[src/rtl/score_tracker.sv]
// -----------------------------------------------------------------------------
// score_tracker
//
// Runs one timed scoring round for a single player at a time. A start request
// in IDLE latches the player index, clears the score and opens an ARM
// countdown. PLAY then stays open for a fixed window, counting rising edges of
// the player's hit button into a saturating 8-bit score. DONE lasts one cycle
// and pulses round_done. An abort in ARM or PLAY drops straight back to IDLE.
//
// Parameters
//   ARM_CYCLES    countdown length in clocks before play opens (>= 1)
//   ROUND_CYCLES  play-window length in clocks (>= 1, < 2^24)
//
// Ports
//   clk          system clock, rising edge
//   clr_n        synchronous active-low reset
//   start        level, request a new round (honoured in IDLE only)
//   user_sel     player index captured on an accepted start
//   hit          raw button level, synchronous to clk
//   abort        level, cancels a round in ARM or PLAY
//   enable       one-hot of the active player while in PLAY, else zero
//   score_count  current / final round score, saturates at 255
//   user_id      player index of the current / last round
//   round_done   one-cycle pulse on normal round completion
//   busy         high while in ARM or PLAY
// -----------------------------------------------------------------------------
module score_tracker #(
    parameter int ARM_CYCLES   = 16,
    parameter int ROUND_CYCLES = 1000
) (
    input  logic       clk,
    input  logic       clr_n,
    input  logic       start,
    input  logic [2:0] user_sel,
    input  logic       hit,
    input  logic       abort,
    output logic [7:0] enable,
    output logic [7:0] score_count,
    output logic [2:0] user_id,
    output logic       round_done,
    output logic       busy
);

    localparam int TIMER_W = 24;
    localparam logic [TIMER_W-1:0] ARM_LOAD   = TIMER_W'(ARM_CYCLES - 1);
    localparam logic [TIMER_W-1:0] ROUND_LOAD = TIMER_W'(ROUND_CYCLES - 1);

    typedef enum logic [1:0] {
        IDLE,
        ARM,
        PLAY,
        DONE
    } state_t;

    state_t             state;
    logic [TIMER_W-1:0] timer;
    logic               hit_q;     // hit sampled once into the clock domain
    logic               hit_prev;  // previous sample of hit_q
    logic               hit_rise;

    // A press counts once, on the cycle the registered level goes 0 -> 1.
    // A level already high when PLAY opens produces no rise and is ignored.
    assign hit_rise = hit_q & ~hit_prev;

    // NOTE: every register below is written with <= so all of them see the
    // pre-edge values of each other; blocking assignments here would let the
    // edge detector and the score update race against each other.
    always_ff @(posedge clk) begin
        if (!clr_n) begin
            state       <= IDLE;
            timer       <= '0;
            score_count <= '0;
            user_id     <= '0;
            hit_q       <= 1'b0;
            hit_prev    <= 1'b0;
        end else begin
            hit_q    <= hit;
            hit_prev <= hit_q;

            case (state)
                IDLE: begin
                    if (start) begin
                        state       <= ARM;
                        user_id     <= user_sel;
                        score_count <= '0;
                        timer       <= ARM_LOAD;
                    end
                end

                ARM: begin
                    if (abort) begin
                        state <= IDLE;
                    end else if (timer == '0) begin
                        state <= PLAY;
                        timer <= ROUND_LOAD;
                    end else begin
                        timer <= timer - 1'b1;
                    end
                end

                PLAY: begin
                    // Abort beats both a same-cycle hit and window expiry:
                    // the score is frozen and DONE is never entered.
                    if (abort) begin
                        state <= IDLE;
                    end else begin
                        if (hit_rise && score_count != 8'hFF) begin
                            score_count <= score_count + 8'd1;
                        end
                        if (timer == '0) begin
                            state <= DONE;
                        end else begin
                            timer <= timer - 1'b1;
                        end
                    end
                end

                DONE: begin
                    state <= IDLE;
                end

                default: begin
                    state <= IDLE;
                end
            endcase
        end
    end

    // Outputs decode directly from the state register, so they change only
    // on clock edges and need no extra pipeline stage.
    // NOTE: each output gets a default before the conditional override so the
    // block stays purely combinational with no inferred latch.
    always_comb begin
        enable     = '0;
        round_done = 1'b0;
        busy       = 1'b0;
        if (state == PLAY) begin
            enable = 8'b1 << user_id;
        end
        if (state == DONE) begin
            round_done = 1'b1;
        end
        if (state == ARM || state == PLAY) begin
            busy = 1'b1;
        end
    end

endmodule

[config.mk]
export PLATFORM = sky130hd
export DESIGN_NAME = score_tracker
export DESIGN_NICKNAME = d
export VERILOG_FILES = /design/src/rtl/score_tracker.sv
export SDC_FILE = /design/constraint.sdc
export NUM_CORES = 1
export LEC_CHECK = 0
export CAP_MARGIN = 20
export CELL_PAD_IN_SITES_DETAIL_PLACEMENT = 1
export CELL_PAD_IN_SITES_GLOBAL_PLACEMENT = 1
export CORE_MARGIN = 5
export CORE_UTILIZATION = 42
export DETAILED_ROUTE_END_ITERATION = 12
export GPL_TIMING_DRIVEN = 0
export MAX_ROUTING_LAYER = met4
export PLACE_DENSITY_LB_ADDON = 0.1
export REMOVE_ABC_BUFFERS = 1
export SYNTH_ARGS = -nofsm -noshare
export SYNTH_HDL_FRONTEND = slang
export SYNTH_SLANG_ARGS = --single-unit
[constraint.sdc]
create_clock -name clk -period 3.15 [get_ports clk]
set_input_delay 0.315 -clock clk [delete_from_list [all_inputs] [get_ports clk]]
set_output_delay 0.315 -clock clk [all_outputs]
set_load 0.005 [all_outputs]
== Yosys cells after proc, flatten, opt, wreduce, memory -nomap -nowiden ==
Cells that the tools add are included.

* Bits in registers: 39
* Bits in latches: 0
* Bits in writable memories: 0
* Memory bits (read-only): 0
* Input port bits: 8
* Output and inout bits: 21
* Logic and storage cells: 51
* Memories: 0

* Add/sub/neg operators: 2
* $mul: 0
* Div/mod/pow operators: 0
* Magnitude comparators: 0
* Eq/ne operators: 11
* Shift operators: 1
* Mux-type cells: 19
* Bitwise operators: 2
* Reduce and logical (&&, ||, !) cells: 10

{| class="wikitable"
|+ Operators with widths
! cell !! number
|-
| 24-bit 2-to-1 mux || 5
|-
| 24-bit case mux with 3 select lines || 1
|-
| 8-bit 2-to-1 mux || 4
|-
| 24-bit logical NOT || 1
|-
| 24-bit by 1-bit subtractor with 24-bit output, second input constant || 1
|-
| 8-bit case mux with 2 select lines || 1
|-
| 2-bit 2-to-1 mux || 5
|-
| 2-bit != test, second input constant || 5
|-
| 8-bit by 1-bit adder with 8-bit output, second input constant || 1
|-
| 8-bit != test, second input constant || 1
|-
| 2-bit case mux with 4 select lines || 1
|-
| 1-bit by 3-bit left shift with 8-bit output, first input constant || 1
|-
| 3-bit != test, second input constant || 2
|-
| 5-bit AND reduction || 1
|-
| 2-bit equality test, second input constant || 2
|-
| 4-bit AND reduction || 1
|-
| 3-bit AND reduction || 1
|-
| 3-bit nonzero test || 1
|-
| 2-bit by 1-bit equality test with 1-bit output, second input constant || 1
|-
| 2-bit logical NOT || 1
|-
| 1-bit 2-to-1 mux || 2
|-
| 2-bit AND reduction || 1
|-
| 2-bit nonzero test || 1
|-
| 1-bit bitwise AND || 1
|-
| 3 further kinds || 3
|}

== Longest topological paths before layout ==
Gate-level depths: netlist of run 1.

* Word-level depth: 6
* Depth in mapped cells: 9
* Depth with buffers taken out: 7

== Worst setup path after synthesis of run 1 ==
OpenSTA, ideal clock, no wires.

* Path type: register to register
* Start point: register state[0]
* End point: register timer[11]
* Library setup time: 0.066 ns
* Arrival time: 2.198 ns
* Data required time: 3.084 ns
* Setup slack: 0.886 ns
* Stages on the path, launching flop included: 9
* Buffers on the path: 1
* Period minus slack after synthesis: 2.264 ns
* Cell sequence: dfxtp_1 -> inv_1 -> ha_1 -> or2_1 -> buf_6 -> a211oi_2 -> o21ai_2 -> or4_4 -> a21oi_2

* Longest elaborated chain between the ends: 3
* Elaborated cells between the ends (all ways): 10
* Classes of those cells: 6 x eq/ne; 1 x mux; 3 x reduce/logical

{| class="wikitable"
|+ RTL lines
! what !! line !! RTL
|-
| start: declaration || 55 || <nowiki>state_t state;</nowiki>
|-
| start signal: assignment || 70 || <nowiki>state <= IDLE;</nowiki>
|-
| start signal: assignment || 83 || <nowiki>state <= ARM;</nowiki>
|-
| start signal: assignment || 92 || <nowiki>state <= IDLE;</nowiki>
|-
| 2-bit equality test, or another cell as far along || 80 || <nowiki>case (state)</nowiki>
|-
| 2-bit != test (no source line) / 3-bit nonzero test (equally long branches) || -- ||
|-
| 5-bit AND reduction (no source line) || -- ||
|-
| end signal: assignment || 97 || <nowiki>timer <= timer - 1'b1;</nowiki>
|-
| end signal: assignment || 113 || <nowiki>timer <= timer - 1'b1;</nowiki>
|-
| end: declaration || 56 || <nowiki>logic [TIMER_W-1:0] timer;</nowiki>
|}

Several ways; a longest one is shown, not always the timed one.
A chain may end at the register's enable or synchronous reset.

== Worst setup path in the final report of run 1 ==
Same ends and word-level chain as after synthesis.

==> flow_metrics.env, run 1 <==
export IMPL_yosysTopAreaCellShare_pct=32.1
export IMPL_dp_hpwl_um=4890
export IMPL_cp_data_required_time_ns=3.38
export IMPL_startpoint_type="flip-flop"
export IMPL_fin_worst_skew_ns=0.0113
export IMPL_place_ws_ns=0.0927
export IMPL_die_width_um=86.1
export IMPL_viasPerCell=6.05
export IMPL_grt_pass1_vias=2430
export IMPL_fmaxAchievable_ghz=0.338
export IMPL_finalHoldWorstSlack_ns=0.453
export IMPL_cts_tree="yes"
export IMPL_remaining_drc_errors=0
export IMPL_ys_ff_latch=39
export IMPL_period_needed_ns=2.96
export IMPL_grt_pass1_wl_um=11600
export IMPL_max_stage_delay_ns=0.57
export IMPL_htreeDepth=2
export IMPL_cpLargestDelayFamily="simple AND/OR/NAND/NOR gates"
export IMPL_worstHoldPathType="reg -> reg"
export IMPL_synth_largest_area_cell="dfxtp_1"
export IMPL_power_density_nw_per_um2=703
export IMPL_syn_avg_cell_area_um2=8.38
export IMPL_layout_drive_gt1_share_pct=8.54
export IMPL_fin_crit_sh_pct=93.9
export IMPL_ios=29
export IMPL_synthTopCellsByArea="dfxtp_1 (32%), a21oi_1 (6.0%), o21ai_0 (3.7%), ha_1 (3.6%), nand2_1 (3.2%)"
export IMPL_grt_max_degree=21
export IMPL_worstSkewPairLatency_ns=0.30
export IMPL_end_kind="flip-flop"
export IMPL_fin_ws_ns=0.192
export IMPL_path_clk_slew_ns=0.08
export IMPL_gr_total_overflow=0
export IMPL_max_slew_margin_pct=40.9
export IMPL_via_count=2348
export IMPL_synth_ff_type="dfxtp_1"
export IMPL_finalSetupTns_ns=0
export IMPL_core_um2=5570
export IMPL_antenna_found_initial=0
export IMPL_worst_pin_slew_ns=0.886
export IMPL_maxCapViolCount=0
export IMPL_clock_sinks=39
export IMPL_hold_violations=0
export IMPL_utilization_pct=51.1
export IMPL_place_port_buffers=28
export IMPL_num_nets_final=330
export IMPL_synthCells=290
export IMPL_rsz0062_at_grt="no"
export IMPL_design_area_um2=2850
export IMPL_p_leak_nw=0.973
export IMPL_postRouteAntennaNets=0
export IMPL_synthTopCellsByCount="dfxtp_1 (39), a21oi_1 (29), nand2_1 (21)"
export IMPL_die_y_um=86.1
export IMPL_num_rows=27
export IMPL_synth_most_common_cell="dfxtp_1"
export IMPL_numPlacedInstances=379
export IMPL_cts_root_buf="clkbuf_8"
export IMPL_slew_viol_final=0
export IMPL_syn_cell_area_um2=2430
export IMPL_outcome="finished clean"
export IMPL_ir_drop_mv=0.350
export IMPL_slowest_stage="or4_4"
export IMPL_antenna_diode_count=0
export IMPL_wl_um=6740
export IMPL_first_pass_iters=4
export IMPL_postCtsResizedCells=0
export IMPL_gp_congestion=0.835
export IMPL_setup_violations=0
export IMPL_arrival_ns=3.19
export IMPL_cts_hold_buf=0
export IMPL_drt_iter0_drc=67
export IMPL_die_area_um2=7410
export IMPL_synth_cell_types=60
export IMPL_critPathKind="reg -> reg"
export IMPL_synth_async_reset_ratio_pct=0
export IMPL_clock_path_buffers=2
export IMPL_critical_path_buf_inv_count=1
export IMPL_crit_chain="inv_1 > ha_1 > or2_1 > a211oi_4 > o21ai_2 > or4_4 > a21oi_2"
export IMPL_track_usage_pct=19.7
export IMPL_wl_per_cell_um=17.4
export IMPL_crit_fanout=19
export IMPL_cts_made_buffers=5
export IMPL_synth_edf_count=0
export IMPL_yosysWarningCount=0
export IMPL_syn_to_final_growth_pct=17.2
export IMPL_post_cts_setup_buffers=0
export IMPL_start_util_pct=43.6
export IMPL_setup_worst_path_start="state[0]"
export IMPL_hp_start="hit_q"
export IMPL_ys_seq_area_share_pct=32.1
export IMPL_p_total_mw=2.01
export IMPL_r2r_start="state[0]"
export IMPL_final_cell_count_no_fill=388
export IMPL_placed_cell_area_um2=2740
==> worst paths after layout <==
path	endpoint	slack, ns	depth (start not counted)
worst max-delay path	timer[11]	0.19	7
worst min-delay path	hit_prev	0.45	1
worst max register to register	timer[11]	0.19	7
worst min register to register	hit_prev	0.45	1
==> registers in the layout, summed over array words and instances (netlist names) <==
register     flops
timer           24
hit_q            1
state            2
user_id          3
hit_prev         1
score_count      8
==> worst reg2reg max path, delay by kind of cell (launching register included) <==
family / cells / cell delay (ns)
fa+ha+maj: 1 / 0.42
buf+inv: 1 / 0.09
compound gates: 3 / 0.96
simple gates: 2 / 1.05
flops: 1 / 0.37
==> layout make-up <==
type | instances | area, um^2
flip-flops and latches | 39 | 781
fillers | 670 | 2720
inverters | 11 | 41.3
clock buffers | 8 | 100
repair buffers | 29 | 288
well taps | 72 | 90.1
multi-input cells | 229 | 1550
==> metal layers <==
metal / up-vias / wire (um) / global-route usage (%) / share of wire, %
met5: - / 0 / - / 0
met4: 0 / 147 / 7.05 / 2.2
met3: 15 / 273 / 3.36 / 4.0
met2: 45 / 3190 / 32.7 / 47
met1: 1135 / 3130 / 23.9 / 46
li1: 1153 / - / - / -
==> cells by family after synthesis <==
group	share of synthesized area, %
XOR/XNOR	1.08
AND/OR/NAND/NOR	31.8
adder cells (fa/ha/maj)	3.60
flip-flops	32.1
buffers and inverters	4.43
AO/OA/AOI/OAI	27.0
==> cell usage in the layout, fill, tap and decap left out, types with 8 or more instances in the layout <==
cell              n
or4_1             8
dfxtp_1          39
nand3_1          11
nand2_1          21
a21oi_1          29
inv_1            11
clkdlybuf4s50_1  28
or3_1            12
nor2_1           18
nand2b_1          8
o21ai_0          18
==> report_power, final <==
| part | internal, mW | leakage, nW | switching (mW) |
|---|---|---|---|
| combinational | 0.373 | 0.604 | 0.600 |
| sequential | 0.558 | 0.317 | 0.0945 |
| clock | 0.200 | 0.0515 | 0.179 |
(Power assumes the default switching activity.)
==> inputs of run 2 (changes only) <==
- ABC_CLOCK_PERIOD_IN_PS: unset -> 3150
==> results of run 2 <==
No change in the layout: final DEF, timing and power equal those of run 1.
